## config.mk

```make
export PLATFORM = sky130hd
export DESIGN_NAME = vga_frame_source
export DESIGN_NICKNAME = d
export VERILOG_FILES = /design/src/rtl/vga_frame_source.sv
export SDC_FILE = /design/constraint.sdc
export NUM_CORES = 1
export LEC_CHECK = 0
export CAP_MARGIN = 10
export CORE_MARGIN = 4
export CORE_UTILIZATION = 30
export DETAILED_ROUTE_END_ITERATION = 8
export GPL_TIMING_DRIVEN = 0
export RECOVER_POWER = 100
export REMOVE_ABC_BUFFERS = 1
export SLEW_MARGIN = 20
export SYNTH_ARGS = -nofsm -noshare
export SYNTH_HDL_FRONTEND = slang
export SYNTH_SLANG_ARGS = --single-unit
```

## constraint.sdc

```tcl
create_clock -name VGA_CLK -period 3.9 [get_ports VGA_CLK]
set_input_delay 0.39 -clock VGA_CLK [delete_from_list [all_inputs] [get_ports VGA_CLK]]
set_output_delay 0.39 -clock VGA_CLK [all_outputs]
set_load 0.01 [all_outputs]
```

## src/rtl/vga_frame_source.sv

```systemverilog
// rtl/vga_frame_source.sv - VGA timing generator with built-in test patterns
//
// Purpose: free-running horizontal/vertical counters produce VGA sync and
// blanking, plus one of four test patterns (colour bars, checkerboard,
// scrolling grey ramp, solid colour). Every output is registered, so the
// outputs describe the counter state of the previous cycle.
//
// Ports:
//   VGA_CLK       in   1   pixel clock
//   reset         in   1   asynchronous active-high reset
//   pattern_sel   in   2   test pattern select (sampled once per frame)
//   solid_rgb     in  24   {R,G,B} for the solid pattern (sampled once per frame)
//   oVGA_R/G/B    out  8   pixel colour, zero while blanked
//   oVGA_HS/VS    out  1   horizontal/vertical sync, active-low
//   oVGA_SYNC_N   out  1   constant 0
//   oVGA_BLANK_N  out  1   high only on active pixels
//   pixel_x       out 11   column of the pixel on the colour outputs
//   pixel_y       out 10   line of the pixel on the colour outputs
//   frame_start   out  1   pulse with pixel (0,0) on the outputs
//   frame_cnt     out  8   completed-frame counter
module vga_frame_source #(
  parameter int WIDTH  = 800,
  parameter int HEIGHT = 480,
  parameter int H_FP   = 40,
  parameter int H_SYNC = 48,
  parameter int H_BP   = 40,
  parameter int V_FP   = 13,
  parameter int V_SYNC = 3,
  parameter int V_BP   = 29
) (
  input  logic        VGA_CLK,
  input  logic        reset,
  input  logic [1:0]  pattern_sel,
  input  logic [23:0] solid_rgb,
  output logic [7:0]  oVGA_R,
  output logic [7:0]  oVGA_G,
  output logic [7:0]  oVGA_B,
  output logic        oVGA_HS,
  output logic        oVGA_VS,
  output logic        oVGA_SYNC_N,
  output logic        oVGA_BLANK_N,
  output logic [10:0] pixel_x,
  output logic [9:0]  pixel_y,
  output logic        frame_start,
  output logic [7:0]  frame_cnt
);

  localparam int H_TOTAL = WIDTH + H_FP + H_SYNC + H_BP;
  localparam int V_TOTAL = HEIGHT + V_FP + V_SYNC + V_BP;

  localparam logic [10:0] H_ACT    = 11'(WIDTH);
  localparam logic [10:0] H_SYNC_S = 11'(WIDTH + H_FP);
  localparam logic [10:0] H_SYNC_E = 11'(WIDTH + H_FP + H_SYNC);
  localparam logic [10:0] H_LAST   = 11'(H_TOTAL - 1);
  localparam logic [9:0]  V_ACT    = 10'(HEIGHT);
  localparam logic [9:0]  V_SYNC_S = 10'(HEIGHT + V_FP);
  localparam logic [9:0]  V_SYNC_E = 10'(HEIGHT + V_FP + V_SYNC);
  localparam logic [9:0]  V_LAST   = 10'(V_TOTAL - 1);
  // Guard against a zero bar width for very narrow configurations.
  localparam logic [10:0] BAR_W    = 11'((WIDTH >= 8) ? (WIDTH / 8) : 1);

  // Timing counters and per-frame shadow state
  logic [10:0] r_h_cnt;
  logic [9:0]  r_v_cnt;
  logic [1:0]  r_pat;
  logic [23:0] r_solid;
  logic [7:0]  r_frame_cnt;

  // Registered outputs
  logic [7:0]  r_red, r_grn, r_blu;
  logic        r_hs, r_vs, r_blank_n, r_frame_start;
  logic [10:0] r_px;
  logic [9:0]  r_py;

  logic        w_h_last, w_v_last, w_frame_end, w_active;
  logic        w_h_sync, w_v_sync;
  logic [2:0]  w_bar_idx;
  logic [7:0]  w_grey;
  logic [23:0] w_rgb;

  assign w_h_last    = (r_h_cnt == H_LAST);
  assign w_v_last    = (r_v_cnt == V_LAST);
  assign w_frame_end = w_h_last && w_v_last;
  assign w_active    = (r_h_cnt < H_ACT) && (r_v_cnt < V_ACT);
  assign w_h_sync    = (r_h_cnt >= H_SYNC_S) && (r_h_cnt < H_SYNC_E);
  assign w_v_sync    = (r_v_cnt >= V_SYNC_S) && (r_v_cnt < V_SYNC_E);
  assign w_bar_idx   = 3'(r_h_cnt / BAR_W);
  assign w_grey      = r_h_cnt[7:0] + r_frame_cnt;

  always_ff @(posedge VGA_CLK or posedge reset) begin
    if (reset) begin
      r_h_cnt <= '0;
      r_v_cnt <= '0;
    end else if (w_h_last) begin
      r_h_cnt <= '0;
      r_v_cnt <= w_v_last ? '0 : r_v_cnt + 10'd1;
    end else begin
      r_h_cnt <= r_h_cnt + 11'd1;
    end
  end

  // Pattern inputs are only taken at the last pixel of a frame, so a frame
  // is always drawn with one consistent pattern. frame_cnt steps at the same
  // edge, so the grey ramp scrolls exactly once per frame.
  always_ff @(posedge VGA_CLK or posedge reset) begin
    if (reset) begin
      r_pat       <= '0;
      r_solid     <= '0;
      r_frame_cnt <= '0;
    end else if (w_frame_end) begin
      r_pat       <= pattern_sel;
      r_solid     <= solid_rgb;
      r_frame_cnt <= r_frame_cnt + 8'd1;
    end
  end

  always_comb begin
    w_rgb = '0;
    case (r_pat)
      2'd0: w_rgb = {{8{w_bar_idx[2]}}, {8{w_bar_idx[1]}}, {8{w_bar_idx[0]}}};
      2'd1: w_rgb = (r_h_cnt[5] ^ r_v_cnt[5]) ? 24'hFFFFFF : 24'h000000;
      2'd2: w_rgb = {w_grey, w_grey, w_grey};
      default: w_rgb = r_solid;
    endcase
    if (!w_active) begin
      w_rgb = '0;
    end
  end

  always_ff @(posedge VGA_CLK or posedge reset) begin
    if (reset) begin
      r_red         <= '0;
      r_grn         <= '0;
      r_blu         <= '0;
      r_hs          <= 1'b1;
      r_vs          <= 1'b1;
      r_blank_n     <= 1'b0;
      r_px          <= '0;
      r_py          <= '0;
      r_frame_start <= 1'b0;
    end else begin
      r_red         <= w_rgb[23:16];
      r_grn         <= w_rgb[15:8];
      r_blu         <= w_rgb[7:0];
      r_hs          <= !w_h_sync;
      r_vs          <= !w_v_sync;
      r_blank_n     <= w_active;
      r_px          <= r_h_cnt;
      r_py          <= r_v_cnt;
      r_frame_start <= (r_h_cnt == 11'd0) && (r_v_cnt == 10'd0);
    end
  end

  assign oVGA_R       = r_red;
  assign oVGA_G       = r_grn;
  assign oVGA_B       = r_blu;
  assign oVGA_HS      = r_hs;
  assign oVGA_VS      = r_vs;
  assign oVGA_SYNC_N  = 1'b0;
  assign oVGA_BLANK_N = r_blank_n;
  assign pixel_x      = r_px;
  assign pixel_y      = r_py;
  assign frame_start  = r_frame_start;
  assign frame_cnt    = r_frame_cnt;

endmodule

```

==> results_dict.tcl, run 1 <==
set metrics [dict create \
    status "finished with violations" \
    violations "capacitance limit, slew limit" \
    nets 572 \
    cp_data_required_time_ns 4.19 \
    core_sq_um 16600 \
    start_util_pct 30.6 \
    r2r_end "oVGA_G[6]" \
    drc 0 \
    rsz0062_at_grt "false" \
    crit_path_top_delay_cell "dfrtp_1" \
    final.setup.tns_ns 0 \
    grt_pass1_vias 3843 \
    htreeDepth 3 \
    startpoint_type "flop" \
    switching_power_w 0.000424 \
    synth-xor-area-share_pct 4.83 \
    track_usage_pct 13.2 \
    grt_overflow 0 \
    dieHeight_microns 138 \
    rr_worst_depth 8 \
    synthSimpleGateAreaFrac_pct 11.3 \
    clkPwrFrac_pct 44.8 \
    critPathMostFrequentCell "maj3_1" \
    synth_top_family_by_area "compound AO/OA/AOI/OAI gates" \
    place_area_sq_um 6140 \
    clkTransAtPathRegs_ns 0.07 \
    worstSetupEndpoint "oVGA_G[6]" \
    maxSlewViolCount 47 \
    max_stage_delay_ns 0.92 \
    cts_sinks 104 \
    crit_type "flop to flop" \
    power_frac_seq_pct 52.7 \
    holdCritPathClass "flop to flop" \
    gp_congestion 0.802 \
    post_cts_resized 0 \
    tightest_slew_ns 2.15 \
    postCtsSetupBuffers 0 \
    synth_area_sq_um 5080 \
    drive_above_1_share_pct 14.0 \
    powerDensity_nw_per_um2 320 \
    synthCells 453 \
    ys_top_cells_by_area "dfrtp_1 (50%), mux2_2 (6.4%), ha_1 (3.4%), o221a_2 (3.3%), xnor2_1 (2.9%)" \
    cpLargestDelayFamily "compound AO/OA/AOI/OAI gates" \
    die_area_sq_um 19100 \
    hold_depth 0 \
    synth_common_cells "dfrtp_1 (102), mux2_2 (29), nand2_1 (27)" \
    ys_seq_elements 104 \
    hold_ws_ns 0.432 \
    syn_avg_cell_area_sq_um 11.2 \
    intPower_w 0.00162 \
    r2r_start "r_h_cnt[8]" \
    synth_cell_type_count 65 \
    drv_cap 1 \
    crit_arrival_ns 3.82 \
    clock_latency_ns 0.35 \
    combPwrFrac_pct 2.6 \
    fin_skew_ns 0.00830 \
    io_buffers 84 \
    crit_chain "nor3_1, o31a_1, a311oi_2, maj3_1, o21ai_0, maj3_1, a21oi_2, o221a_2" \
    setup_violations 0 \
    sw_frac_of_total_pct 20.7 \
    syn_to_final_growth_pct 25.9 \
    drt_iter0_drc 204 \
    ys_seq_area_share_pct 51.3 \
    final_util_pct 38.5 \
    period_share_pct 90.5 \
    grt_pass1_wl_microns 20500 \
    synth_top_area_share_pct 50.3 \
    n_antenna_cell 0 \
    die_width_microns 138 \
    dp_hpwl_microns 8800 \
    max_freq_mhz 283 \
    hold_buffers 0 \
    post-route-min-period_ns 3.53 \
    numCtsBuffers 9 \
    synth_compound_area_share_pct 17.2 \
    routedWlPerCell_microns 16.5 \
    grt_max_degree 59 \
    synth_edf_count 0 \
    cp.depth 8 \
    ys.flop_type "dfrtp_1" \
    synth_top_area_cell "dfrtp_1" \
    yosysMostFrequentCell "dfrtp_1" \
    dr.pass1.iters 4 \
    slew-limit-headroom_pct -43.9 \
    hold_viol_final 0 \
    end_kind "flop" \
    vias 3738 \
    startpoint "r_h_cnt[8]" \
    critPathBufInv 0 \
    r2r_slack_ns 0.37 \
    yosys_warnings 0 \
    cts_max_path_buffers 2 \
    rows 47 \
    irDropWorstVdd_mv 0.223 \
    fin_area_sq_um 6390 \
    cts_tree "built" \
    cp_max_fo 30 \
    viasPerCell 4.96 \
    antenna_found_initial 0 \
    ys_async_sr_fraction_pct 100 \
    fill_cells 1614 \
    io_pins 86 \
    p_leak_nw 3.01 \
    ant_nets 0 \
    wl_microns 12500 \
    clockRootBuffer "clkbuf_16" \
    synth-adder-area-share_pct 4.46 \
    synth.area.mux_share_pct 6.82 \
]
-- kinds of logic (layout without fill, tap and decap cells) --
group,count (synthesis),count (layout)
AOI/OAI and AO/OA,116,116
xor gates and xnor gates,28,28
adders and majority gates,18,18
buffers and inverters,43,124
DFF,104,104
muxes,31,31
other,1,1
and+or+nand+nor,112,112
-- registers in the layout, summed over array words and instances (netlist names), 10 cells and up --
signal	flops
pixel_x	11
pixel_y	10
r_h_cnt	11
r_solid	24
r_v_cnt	10
-- stage by stage --
step / std cells / total power (W) / setup slack [ns]
after floorplan: 427 / 0.00112 / -0.435
after global placement: 731 / 0.00115 / -2.39
after detailed placement: 738 / 0.00115 / 0.677
after CTS: 754 / 0.00208 / 0.651
after global routing: 754 / 0.00213 / 0.195
final: 754 / 0.00205 / 0.369
-- layout by cell type (no fill, tap or decap), drive strengths merged, types with 6 or more instances in the layout --
master / instances
xnor2: 17
nand2b: 7
o21ai: 22
nor2b: 6
clkdlybuf4s50: 26
nand2: 27
o221a: 16
xor2: 11
nand4: 8
dfrtp: 102
nor3: 10
mux2: 29
nand3: 7
dlygate4sd3: 58
a21oi: 26
a21o: 14
inv: 17
ha: 14
nor2: 23
clkbuf: 14
-- how the worst min path moves through the flow --
stage | from | to | slack (ns)
floorplan | r_v_cnt[1] | pixel_y[1] | 0.40
global placement | r_v_cnt[1] | pixel_y[1] | 0.42
detailed placement | r_v_cnt[1] | pixel_y[1] | 0.42
CTS | reset | r_solid[8] | 0.44
global route | r_v_cnt[1] | pixel_y[1] | 0.46
finish | r_v_cnt[1] | pixel_y[1] | 0.43
-- routing by layer --
| metal | global-route usage [%] | vias to the layer above | wire (microns) |
|---|---|---|---|
| li1 | - | 1789 | - |
| met4 | 4.99 | 0 | 191 |
| met3 | 2.07 | 13 | 342 |
| met1 | 17.7 | 1872 | 5760 |
| met2 | 21.7 | 64 | 6180 |
| met5 | 0 | - | 0 |
-- power groups by stage --
stage / Sequential [W] / Combinational (W) / Clock (W)
4_1_cts: 0.00108 / 0.0000552 / 0.000947
6_report: 0.00108 / 0.0000523 / 0.000916
3_3_place_gp: 0.00110 / 0.0000497 / 0
5_1_grt: 0.00108 / 0.0000593 / 0.000990
3_5_place_dp: 0.00110 / 0.0000550 / 0
2_1_floorplan: 0.00110 / 0.0000163 / 0
-- final cells by class --
type / instances / area (sq um) / share of cell area, %
clock inverters: 4 / 51.3 / 0.803
clock buffers: 12 / 246 / 3.86
inverters: 17 / 65.1 / 1.02
flip-flops and latches: 104 / 2610 / 40.8
well taps: 220 / 275 / 4.31
repair buffers: 91 / 905 / 14.2
multi-input cells: 306 / 2240 / 35.1
Note: power is estimated with default switching activity, not from simulation.
==> inputs of run 2 (changes only) <==
--- a/config.mk
+++ b/config.mk
@@ -12,7 +12,7 @@
 export GPL_TIMING_DRIVEN = 0
 export RECOVER_POWER = 100
 export REMOVE_ABC_BUFFERS = 1
-export SLEW_MARGIN = 20
+export SLEW_MARGIN = 30
 export SYNTH_ARGS = -nofsm -noshare
 export SYNTH_HDL_FRONTEND = slang
 export SYNTH_SLANG_ARGS = --single-unit
==> results_dict.tcl, run 2 (synthesized netlist as in run 1, its figures left out) <==
set metrics [dict create \
    status "finished with violations" \
    violations "capacitance limit, slew limit" \
    max_flop_register "r_solid" \
    r2r_start "r_h_cnt[8]" \
    nets 572 \
    htreeDepth 3 \
    place_area_sq_um 6140 \
    grt_pass1_vias 3855 \
    startpoint "r_h_cnt[8]" \
    r2r_end "oVGA_G[6]" \
    vias 3786 \
    gr-usage-met3_pct 2.21 \
    drt_iter0_drc 197 \
    p_leak_nw 3.03 \
    grt_max_degree 59 \
    grt_pass1_wl_microns 20600 \
    ant_nets 0 \
    cp_data_required_time_ns 4.18 \
    r2r_slack_ns 0.40 \
    viasPerCell 5.02 \
    period_share_pct 89.7 \
    clockRootBuffer "clkbuf_16" \
    critPathMostFrequentCell "maj3_1" \
    rsz0062_at_grt "false" \
    grt_overflow 0 \
    worstSetupEndpoint "oVGA_G[6]" \
    holdCritPathClass "flop to flop" \
    cts_max_path_buffers 2 \
    numCtsBuffers 9 \
    n_antenna_cell 0 \
    crit_type "flop to flop" \
    crit_arrival_ns 3.78 \
    drc 0 \
    startpoint_type "flop" \
    tightest_slew_ns 2.10 \
    final_util_pct 38.7 \
    irDropWorstVdd_mv 0.182 \
    clock_latency_ns 0.35 \
    hold_buffers 0 \
    use_met1_pct 18.0 \
    io_buffers 84 \
    clkTransAtPathRegs_ns 0.07 \
    fin_area_sq_um 6420 \
    die_width_microns 138 \
    io_pins 86 \
    final.setup.tns_ns 0 \
    hold_viol_final 0 \
    fill_cells 1629 \
    cts_tree "built" \
    gr-max-usage-layer "met2" \
    die_area_sq_um 19100 \
    grt_use_met2_pct 21.3 \
    powerDensity_nw_per_um2 333 \
    end_kind "flop" \
    cts_sinks 104 \
    post_cts_resized 0 \
    postCtsSetupBuffers 0 \
    max_stage_delay_ns 0.91 \
    drv_cap 1 \
    setup_violations 0 \
    drive_above_1_share_pct 14.2 \
    dr.pass1.iters 4 \
    cp_max_fo 30 \
    largest_reg_flops 24 \
    start_util_pct 30.6 \
    core_sq_um 16600 \
    rows 47 \
    routedWlPerCell_microns 16.6 \
    layout_commonest_cell "dfrtp_1" \
    crit_path_top_delay_cell "dfrtp_1" \
    dieHeight_microns 138 \
    syn_to_final_growth_pct 26.5 \
    crit_chain "nor3_1, o31a_1, a311oi_2, maj3_1, o21ai_0, maj3_1, a21oi_2, o221a_2" \
    maxSlewViolCount 47 \
    final_cell_mix "dfrtp_1 (102), dlygate4sd3_1 (58), mux2_2 (29), nand2_1 (27), clkdlybuf4s50_1 (26)" \
    track_usage_pct 13.1 \
    dp_hpwl_microns 8820 \
    antenna_found_initial 0 \
    gp_congestion 0.802 \
    max_freq_mhz 286 \
    rr_worst_depth 8 \
    slew-limit-headroom_pct -41.1 \
    wl_microns 12500 \
    post-route-min-period_ns 3.50 \
    fin_skew_ns 0.00562 \
]
## run 2: area by class of cell
class	count	area, sq um	area share (%)
clock buffers	10	239	3.72
well taps	220	275	4.29
inverters	17	65.1	1.01
multi-input cells	306	2250	35.0
repair buffers	91	900	14.0
flip-flops and latches	104	2610	40.6
clock inverters	6	90.1	1.40
## run 2: worst max-delay path: cells and delay by family (launching register included)
kind                     cells  cell delay (ns)
AND/OR/NAND/NOR              1             0.22
AO/OA/AOI/OAI                5             1.67
adder cells (fa/ha/maj)      2             0.61
flip-flops                   1             0.91
## run 2: stage by stage
stage	cells	power, W	hold slack (ns)	setup WS, ns
2_1_floorplan	427	0.00112	0.398	-0.435
3_3_place_gp	731	0.00115	0.420	-2.39
3_5_place_dp	738	0.00115	0.424	0.579
4_1_cts	754	0.00216	0.442	0.562
5_1_grt	754	0.00221	0.464	0.183
6_report	754	0.00214	0.435	0.401
## run 2: how the worst min path moves through the flow
stage,endpoint,from,slack (ns),cells past startpoint
2_1_floorplan,pixel_y[1],r_v_cnt[1],0.40,0
3_3_place_gp,pixel_y[1],r_v_cnt[1],0.42,0
3_5_place_dp,pixel_y[1],r_v_cnt[1],0.42,0
4_1_cts,r_solid[16],reset,0.44,2
5_1_grt,pixel_y[1],r_v_cnt[1],0.46,0
6_report,pixel_y[1],r_v_cnt[1],0.43,0
## run 2: layer usage
metal / vias up / part of all wire (%)
li1: 1788 / -
met1: 1922 / 46
met2: 64 / 50
met3: 12 / 2.5
met4: 0 / 1.3
met5: - / 0
## run 2: power breakdown
part | internal (W) | leakage, nW | total, W | switching [W]
clock | 0.000585 | 0.165 | 0.00101 | 0.000422
combinational | 0.0000267 | 1.45 | 0.0000524 | 0.0000257
sequential | 0.00108 | 1.42 | 0.00108 | 0
total | 0.00169 | 3.03 | 0.00214 | 0.000448
==> inputs of run 3 (changes only) <==
--- a/config.mk
+++ b/config.mk
@@ -16,3 +16,4 @@
 export SYNTH_ARGS = -nofsm -noshare
 export SYNTH_HDL_FRONTEND = slang
 export SYNTH_SLANG_ARGS = --single-unit
+export TNS_END_PERCENT = 5
==> results of run 3 <==
Final layout, timing and power as in run 2 (identical DEF).
